--- src/rtl/addsub6_sequencer.sv ---
// addsub6_sequencer: operand/result controller wrapped around an external
// ripple-carry adder. An add takes one adder pass; a subtract first negates B
// in a pass of its own (~B + 1) and then adds A and -B. Every pass is held for
// SETTLE cycles before its result is captured. SETTLE must be in 1..15.
module addsub6_sequencer #(
    parameter int WIDTH  = 6,
    parameter int SETTLE = 1
) (
    input  logic             clk,
    input  logic             reset,
    input  logic             in_valid,
    output logic             in_ready,
    input  logic [WIDTH-1:0] op_a,
    input  logic [WIDTH-1:0] op_b,
    input  logic             sub,
    output logic [WIDTH-1:0] adder_a,
    output logic [WIDTH-1:0] adder_b,
    input  logic [WIDTH-1:0] adder_s,
    input  logic             adder_cout,
    output logic             out_valid,
    input  logic             out_ready,
    output logic [WIDTH-1:0] result,
    output logic             carry,
    output logic             zero,
    output logic             overflow
);

    localparam int         MSB       = WIDTH - 1;
    localparam logic [3:0] SETTLE_M1 = 4'(SETTLE - 1);

    typedef enum logic [1:0] {IDLE, NEG, ADD, DONE} state_t;

    state_t           state_q, state_d;
    logic [WIDTH-1:0] a_q, a_d, b_q, b_d, nb_q, nb_d, result_q, result_d;
    logic             sub_q, sub_d, carry_q, carry_d, zero_q, zero_d;
    logic             ovf_q, ovf_d, out_valid_q, out_valid_d;
    logic [3:0]       cnt_q, cnt_d;

    // State and datapath registers, synchronous reset to all-zero / IDLE
    always_ff @(posedge clk) begin
        if (reset) begin
            state_q     <= IDLE;
            a_q         <= '0;
            b_q         <= '0;
            nb_q        <= '0;
            sub_q       <= 1'b0;
            cnt_q       <= '0;
            result_q    <= '0;
            carry_q     <= 1'b0;
            zero_q      <= 1'b0;
            ovf_q       <= 1'b0;
            out_valid_q <= 1'b0;
        end else begin
            state_q     <= state_d;
            a_q         <= a_d;
            b_q         <= b_d;
            nb_q        <= nb_d;
            sub_q       <= sub_d;
            cnt_q       <= cnt_d;
            result_q    <= result_d;
            carry_q     <= carry_d;
            zero_q      <= zero_d;
            ovf_q       <= ovf_d;
            out_valid_q <= out_valid_d;
        end
    end

    // Next-state, adder drive and result capture for each pass
    always_comb begin
        state_d     = state_q;
        a_d         = a_q;
        b_d         = b_q;
        nb_d        = nb_q;
        sub_d       = sub_q;
        cnt_d       = cnt_q;
        result_d    = result_q;
        carry_d     = carry_q;
        zero_d      = zero_q;
        ovf_d       = ovf_q;
        out_valid_d = out_valid_q;
        adder_a     = '0;
        adder_b     = '0;
        in_ready    = 1'b0;
        case (state_q)
            IDLE: begin
                in_ready = 1'b1;
                if (in_valid) begin
                    a_d     = op_a;
                    b_d     = op_b;
                    sub_d   = sub;
                    cnt_d   = SETTLE_M1;
                    state_d = sub ? NEG : ADD;
                end
            end
            NEG: begin
                // Two's-complement negate of B; the carry out of this pass is meaningless
                adder_a = ~b_q;
                adder_b = WIDTH'(1);
                if (cnt_q == 4'd0) begin
                    nb_d    = adder_s;
                    cnt_d   = SETTLE_M1;
                    state_d = ADD;
                end else begin
                    cnt_d = cnt_q - 4'd1;
                end
            end
            ADD: begin
                adder_a = a_q;
                adder_b = sub_q ? nb_q : b_q;
                if (cnt_q == 4'd0) begin
                    result_d = adder_s;
                    zero_d   = (adder_s == '0);
                    if (sub_q) begin
                        // A + (-B) carries out exactly when A >= B, except -0 == 0 never carries
                        carry_d = (b_q == '0) ? 1'b0 : ~adder_cout;
                        ovf_d   = (a_q[MSB] != b_q[MSB]) && (adder_s[MSB] != a_q[MSB]);
                    end else begin
                        carry_d = adder_cout;
                        ovf_d   = (a_q[MSB] == b_q[MSB]) && (adder_s[MSB] != a_q[MSB]);
                    end
                    out_valid_d = 1'b1;
                    state_d     = DONE;
                end else begin
                    cnt_d = cnt_q - 4'd1;
                end
            end
            DONE: begin
                if (out_ready) begin
                    out_valid_d = 1'b0;
                    state_d     = IDLE;
                end
            end
            default: state_d = IDLE;
        endcase
    end

    assign out_valid = out_valid_q;
    assign result    = result_q;
    assign carry     = carry_q;
    assign zero      = zero_q;
    assign overflow  = ovf_q;

endmodule

--- config.mk ---
export PLATFORM = sky130hd
export DESIGN_NAME = addsub6_sequencer
export DESIGN_NICKNAME = d
export VERILOG_FILES = /design/src/rtl/addsub6_sequencer.sv
export SDC_FILE = /design/constraint.sdc
export NUM_CORES = 1
export LEC_CHECK = 0
export BUFFER_PORTS_ARGS = -buffer_cell sky130_fd_sc_hd__clkbuf_2
export CAP_MARGIN = 40
export CORE_MARGIN = 5
export CORE_UTILIZATION = 35
export DETAILED_ROUTE_END_ITERATION = 10
export PLACE_DENSITY = 0.55
export RECOVER_POWER = 50
export REMOVE_ABC_BUFFERS = 1
export SYNTH_ARGS = -nofsm -noshare
export SYNTH_HDL_FRONTEND = slang
export SYNTH_SLANG_ARGS = --single-unit
--- constraint.sdc ---
create_clock -name clk -period 5 [get_ports clk]
set_clock_uncertainty 0.05 [all_clocks]
set_input_delay 0 -clock clk [delete_from_list [all_inputs] [get_ports clk]]
set_output_delay 0 -clock clk [all_outputs]
set_load 0.1 [all_outputs]
* Word level (Yosys, flattened, before mapping)
Index checks and enable logic that the tools add are counted.
** Operators by class
- Add/subtract/negate cells :: 1
- Multiply operators :: 0
- Divide/modulo/power cells :: 0
- Magnitude comparators :: 0
- Eq/ne operators :: 11
- Shift-type cells :: 0
- Multiplexer cells :: 20
- Bitwise operators :: 2
- Reduce and logical (&&, ||, !) cells :: 14
** Operators with widths (number)
- $pmux 6 s2 :: 2
- $logic_not 6->1 :: 2
- $mux 4 :: 3
- $pmux 4 s3 :: 1
- $mux 2 :: 5
- $ne 2x2->1 const B :: 5
- $pmux 2 s4 :: 1
- $mux 1 :: 6
- $mux 6 :: 1
- $not 6->6 :: 1
- $reduce_and 2->1 :: 3
- $reduce_and 3->1 :: 2
- $eq 2x2->1 const B :: 2
- $logic_not 4->1 :: 1
- $reduce_and 4->1 :: 1
- $sub 4x1->4 const B :: 1
- $reduce_bool 3->1 :: 1
- $eq 2x1->1 const B :: 1
- $logic_and 1x1->1 :: 2
- $logic_not 2->1 :: 1
- $ne 1x1->1 :: 2
- $pmux 1 s2 :: 1
- $reduce_bool 2->1 :: 1
- $eq 1x1->1 :: 1
- $not 1->1 :: 1
** Storage, ports and cells
- Register bits after elaboration :: 35
- Bits in latches :: 0
- Memory bits (writable) :: 0
- Memory bits (read-only) :: 0
- Input bits :: 24
- Memories kept :: 0

* Longest topological paths before layout
Gate-level depths: netlist of run 1.
- Depth after elaboration :: 3
- Mapped depth :: 7
- Depth with buffers taken out :: 5

* Worst setup path before layout of run 1
OpenSTA, ideal clock, no wires.
- Path type :: register -> output
- Start point :: reg state_q[0]
- End point :: out adder_a[0]
- Data arrival time :: 3.148 ns
- Required time :: 4.950 ns
- Slack :: 1.802 ns
- Stages on the path, launching flop included :: 5
- Path buffers :: 1
- Cells stage by stage :: dfxtp_1 inv_1 ha_1 clkbuf_1 a21boi_0
** Between the ends
- Longest elaborated chain between the ends :: 2
- Elaborated cells on any way between the ends :: 3
** Ends and longest elaborated chain
- start: declaration :: RTL line 33 : state_t state_q, state_d;
- start signal: assignment :: RTL line 54 : state_q <= state_d;
- $eq 2x2->1 or $eq 2x1->1 (tied branches) :: RTL line 84 : case (state_q)
- $pmux 6 s2 * :: RTL line 84
- end: declaration :: RTL line 16 : output logic [WIDTH-1:0] adder_a,
Every way passes the cells marked *; elsewhere a longest branch is shown, timed or not.

* Final worst setup path of run 1
- Start point :: reg state_q[0]
- End point :: out adder_b[1]
** Between the ends
- Longest elaborated chain between the ends :: 2
- Elaborated cells on any way between the ends :: 3
** Ends and longest elaborated chain
- $eq 2x2->1 or $eq 2x1->1 (tied branches) :: RTL line 84
- $pmux 6 s2 * :: RTL line 84
- end: declaration :: RTL line 17 : output logic [WIDTH-1:0] adder_b,
Marked as above.

==> reports/results.tsv, run 1 <==
metric	value	unit
place_ws	3011	ps
slew-limit-headroom	22.22	%
ios	47	
hold_violations	0	
end_kind	output pin	
tightest_slew	1172	ps
cts_tree	built	
crit_path_max_incr_delay	500	ps
die_y	81.75	um
antenna_found_initial	0	
syn_area	0.001802	mm^2
wl_per_cell	12.88	um
ys_top_cells_by_count	nand2_1 (36), dfxtp_1 (35), nor2_1 (23), mux2i_1 (20), a21oi_1 (16)	
crit_chain	inv_1, ha_1, nand2_1, nor2_1, clkbuf_2	
grt_pass1_vias	1583	
status	completed	
synthFlopType	dfxtp_1	
rsz0062_at_grt	no	
timing.final.crit_share	42.81	%
syn_area_per_cell	8.459	um^2
finalNetCount	302	
setup.worst_path.class	register to output pin	
ys_warn_count	0	
drt-total-wl	4.405	mm
dieWidth	81.75	um
seq_area_frac_synth	38.89	%
syn_inst	213	
tns	0	ps
path_clk_slew	70	ps
drt-initial-drc-count	86	
setup_viol	0	
clock_sinks	35	
antenna_cells	0	
grt_overflow	0	
grt_max_degree	40	
initial_utilization	35.73	%
leakagePower	0.9182	nW
core_area	0.005042	mm^2
drtAntennaViolNets	0	
hold_class	input port to register	
final-seq-area	700.7	um^2
synthArstFlopShare	0	%
synthTopCellsByArea	dfxtp_1 (39%), mux2i_1 (11%), nand2_1 (7.5%), nor2_1 (4.8%), a21oi_1 (4.4%)	
max-vdd-ir-drop	0.2348	mV
critPathArrivalTime	2090	ps
fin_cells	342	
r2r_setup_slack	3010	ps
ctsLongestPathBuffers	2	
start_kind	register	
layout-drive-gt1-share	16.91	%
synth_seq_cells	35	
dp.final_hpwl	3.018	mm
final_cell_area	0.002346	mm^2
grt_pass1_wl	7.327	mm
drv_slew	0	
synth.top_cell.area_share	38.89	%
finalWeightedCongestion	0.7953	
clkLatencyLatePin	290	ps
placed_area	0.002053	mm^2
rows	26	
power_density	404.2	mW/mm^2
synth_edf_count	0	
num_vias	1618	
drc	0	
numCtsBuffers	5	
die-area	0.006683	mm^2
ctsResizeCount	0	
required	4950	ps
crit_fanout	12	
port-buffer-count	46	
cts_root_buf	clkbuf_8	
maxCapViolations	0	
multiInputGateArea	0.001005	mm^2
crit_path_top_delay_cell	ha_1	
htree_num_levels	2	
viasPerCell	4.731	
dr.pass1.iters	4	
netlist.top_cell.by_area	dfxtp_1	
syn_to_final_growth	30.21	%
dp_cells	315	
track_usage	14.11	%
max_freq	467.1	MHz
yosysUniqueCellTypes	40	
period_minus_slack	2141	ps
yosysMostFrequentCell	nand2_1	
totalPowerFinal	0.9483	mW
fin_ws	2859	ps
fill_cells	495	
## per-stage QoR
stage / util [%] / hold WS (ps)
final: 46.53 / 68.53
after global routing: 46.53 / 134.1
after CTS: 46.80 / 61.75
after detailed placement: 40.72 / 178.5
after global placement: 40.72 / 177.3
after floorplan: - / 19.07
## per-layer routing
layer / vias up / GRT usage [%] / share of wire (%)
met5: - / 0 / 0
met4: 0 / 3.488 / 0.30
met3: 2 / 4.934 / 5.7
met2: 39 / 22.13 / 47
met1: 734 / 18.46 / 47
li1: 843 / - / -
## layout by cell type, fill, tap and decap left out, drive strengths merged, types with 2 or more instances in the layout
cell type	netlist	layout
inv	8	8
and4bb	2	2
ha	6	6
a211oi	2	2
or3	2	2
nor3	2	2
nand2b	11	11
o211ai	2	2
a21oi	16	16
dlygate4sd3	0	20
a21boi	6	6
clkbuf	7	51
nor2b	5	5
dfxtp	35	35
nand2	36	36
o21ai	2	2
mux2i	20	20
nor2	23	23
mux2	3	3
## registers in the layout, summed over array words and instances (netlist names)
name	cells
carry	1
state_q	2
cnt_q	4
b_q	6
out_valid	1
nb_q	6
a_q	6
overflow	1
result	6
sub_q	1
zero	1
## report_power, final
part           internal [mW]  total (mW)  leakage (nW)  switching [mW]
clock                  0.146       0.254        0.0502           0.108
combinational          0.100       0.363         0.582           0.263
sequential             0.309       0.331         0.286          0.0225
total                  0.555       0.948         0.918           0.394
## worst paths after layout
check	startpoint	endpoint	cells after the start
worst min register to register	a_q[3]	a_q[3]	2
worst max register to register	state_q[0]	state_q[1]	5
worst max-delay path	state_q[0]	adder_b[1]	5
worst min-delay path	out_ready	out_valid	4
## cell type report
| class | instances | share of cell area [%] |
|---|---|---|
| clock buffers | 5 | 2.933 |
| clock inverters | 2 | 1.600 |
| inverters | 8 | 1.280 |
| multi-input cells | 156 | 42.83 |
| flip-flops and latches | 35 | 29.87 |
| well taps | 70 | 3.733 |
| repair buffers | 66 | 17.76 |
## kinds of logic (layout without fill, tap and decap cells)
logic type,count (synthesis),after routing,share of synthesized area [%]
compound gates,36,36,13.96
xor+xnor,1,1,0.4862
buf+inv,22,81,5.347
flops,35,35,38.89
mux,23,23,12.99
fa+ha+maj,6,6,4.167
simple gates,90,90,24.17
## what timing repair did
item / in CTS / in global routing
buffers inserted: 0 / 0
hold buffers: 20 / 0
endpoints found under the hold margin: 27 / 0
## critical path: cells and delay by family (launching register included)
kind	cells	cell delay, ps
flops	1	360
buf+inv	2	560
fa+ha+maj	1	500
simple gates	2	370
No activity file was read; power rests on OpenSTA's default activity.
==> inputs of run 2 (changes only) <==
- clock period: 5 -> 2 ns (I/O delays scaled with it)
==> run 2 against run 1 <==
  * Design area is 7.2% higher
  * Global-route usage is 0.23 points lower
  * Clock power is 100% higher
  * Register-to-register slack worse by 2900 ps
  * Sequential share of layout area is 2.0 points lower
  * Critical path depth stayed put
  * Utilization is 3.3 points higher
  * Routed wire length is 0.27% lower
==> reports/results.tsv, run 2 (synthesized netlist as in run 1, its figures left out) <==
metric	value	unit
start_kind	register	
track_usage	13.88	%
viasPerCell	4.594	
hold_violations	0	
antenna_found_initial	0	
path_clk_slew	70	ps
leakagePower	0.9853	nW
power_density	921.9	mW/mm^2
htree_num_levels	2	
intPower	1.354	mW
critPathArrivalTime	1990	ps
hold_class	input port to register	
rsz0062_at_grt	no	
timing.final.crit_share	93.80	%
grt_pass1_vias	1588	
mostFrequentLayoutCell	nand2_1	
critical_path_buf_inv_count	1	
hold_ws	83.06	ps
end_kind	register	
tightest_slew	1173	ps
clock_sinks	35	
drtAntennaViolNets	0	
drt-total-wl	4.393	mm
clkLatencyLatePin	270	ps
syn_to_final_growth	39.58	%
rows	26	
ios	47	
grt_overflow	0	
max-vdd-ir-drop	0.4075	mV
power.switching	0.9648	mW
maxCapViolations	0	
num_vias	1608	
switching_share	41.61	%
crit_family	flip-flops	
setup_viol	0	
p_comb_share	42.7	%
seq_power_share	35.4	%
required	2110	ps
dp.final_hpwl	3.206	mm
dr.pass1.iters	4	
drt-initial-drc-count	58	
period_minus_slack	1876	ps
fill_cells	480	
final_util	49.88	%
initial_utilization	35.73	%
die_y	81.75	um
numCtsBuffers	5	
grt_max_degree	23	
multiInputGateArea	0.001007	mm^2
cts_setup_buffers	0	
crit_path_top_delay_cell	dfxtp_1	
core_area	0.005042	mm^2
final-seq-area	700.7	um^2
cts_tree	built	
grt_pass1_wl	7.120	mm
mostFrequentLayoutCells	nand2_1 (36), dfxtp_1 (35), clkbuf_2 (25)	
slew-limit-headroom	22.11	%
crit_fanout	9	
drv_slew	0	
finalNetCount	310	
drc	0	
antenna_cells	0	
crit_chain	inv_1, ha_1, or2_2, a221oi_4, mux2_1	
dieWidth	81.75	um
cts_root_buf	clkbuf_8	
status	completed	
layout-drive-gt1-share	19.64	%
wl_per_cell	12.55	um
port-buffer-count	46	
setup.worst_path.class	register to register	
finalWeightedCongestion	0.7212	
die-area	0.006683	mm^2
tns	0	ps
ctsLongestPathBuffers	2	
max_freq	533.0	MHz
p_clk_share	21.9	%
crit_path_max_incr_delay	360	ps
run 2: cell count changes in the layout (fill, tap and decap cells not counted), moves of 2 or more:
cell and change:
clkbuf_2 -10, buf_4 +9, a21boi_1 +2, clkbuf_8 +3, buf_12 +7, a21boi_0 -2
run 2: cell type report:
cell class	count	area share, %
Multi-Input combinational cell	156	40.05
Inverter	8	1.194
Timing Repair Buffer	74	23.93
Sequential cell	35	27.86
Tap cell	70	3.483
Clock inverter	1	0.1990
Clock buffer	6	3.284
run 2: what timing repair did:
item,in CTS,in global routing
endpoints found under the setup margin,0,5
hold endpoints to repair,27,0
resized for setup,0,5
hold buffers,20,0
run 2: through the flow:
step                      cell area, um^2  instances  power, mW  setup WS, ps
after detailed placement             2231        323      1.801         144.8
after global placement               2231        323      1.799         165.8
after CTS                            2519        350      2.343         34.11
after floorplan                      1735        199      1.554         -1080
final                                2515        350      2.319         124.0
after global routing                 2515        350      2.460         11.10
run 2: metal layers:
| layer | part of all wire, % | global-route usage [%] |
|---|---|---|
| met3 | 6.0 | 5.263 |
| met2 | 46 | 21.89 |
| met4 | 0.61 | 4.485 |
| met1 | 47 | 17.39 |
| met5 | 0 | 0 |
run 2: path summary, 6_finish.rpt:
check | cells after the start | slack [ps] | start | to
hold / removal | 4 | 80 | out_ready | out_valid
setup / recovery | 5 | 120 | state_q[0] | state_q[0]
hold reg to reg | 2 | 410 | a_q[2] | a_q[2]
setup reg to reg | 5 | 120 | state_q[0] | state_q[0]
run 2: worst register-to-register path: stages, from the launching register on:
cell	delay, ps
dfxtp_1	360
inv_1	90
ha_1	300
or2_2	360
a221oi_4	260
mux2_1	340
run 2: power by group through the flow:
stage	logic, mW	registers, mW	clock network (mW)
2_1_floorplan	0.543	1.01	0
3_3_place_gp	0.963	0.837	0
3_5_place_dp	0.963	0.838	0
4_1_cts	0.996	0.822	0.524
5_1_grt	1.07	0.831	0.560
6_report	0.989	0.821	0.508
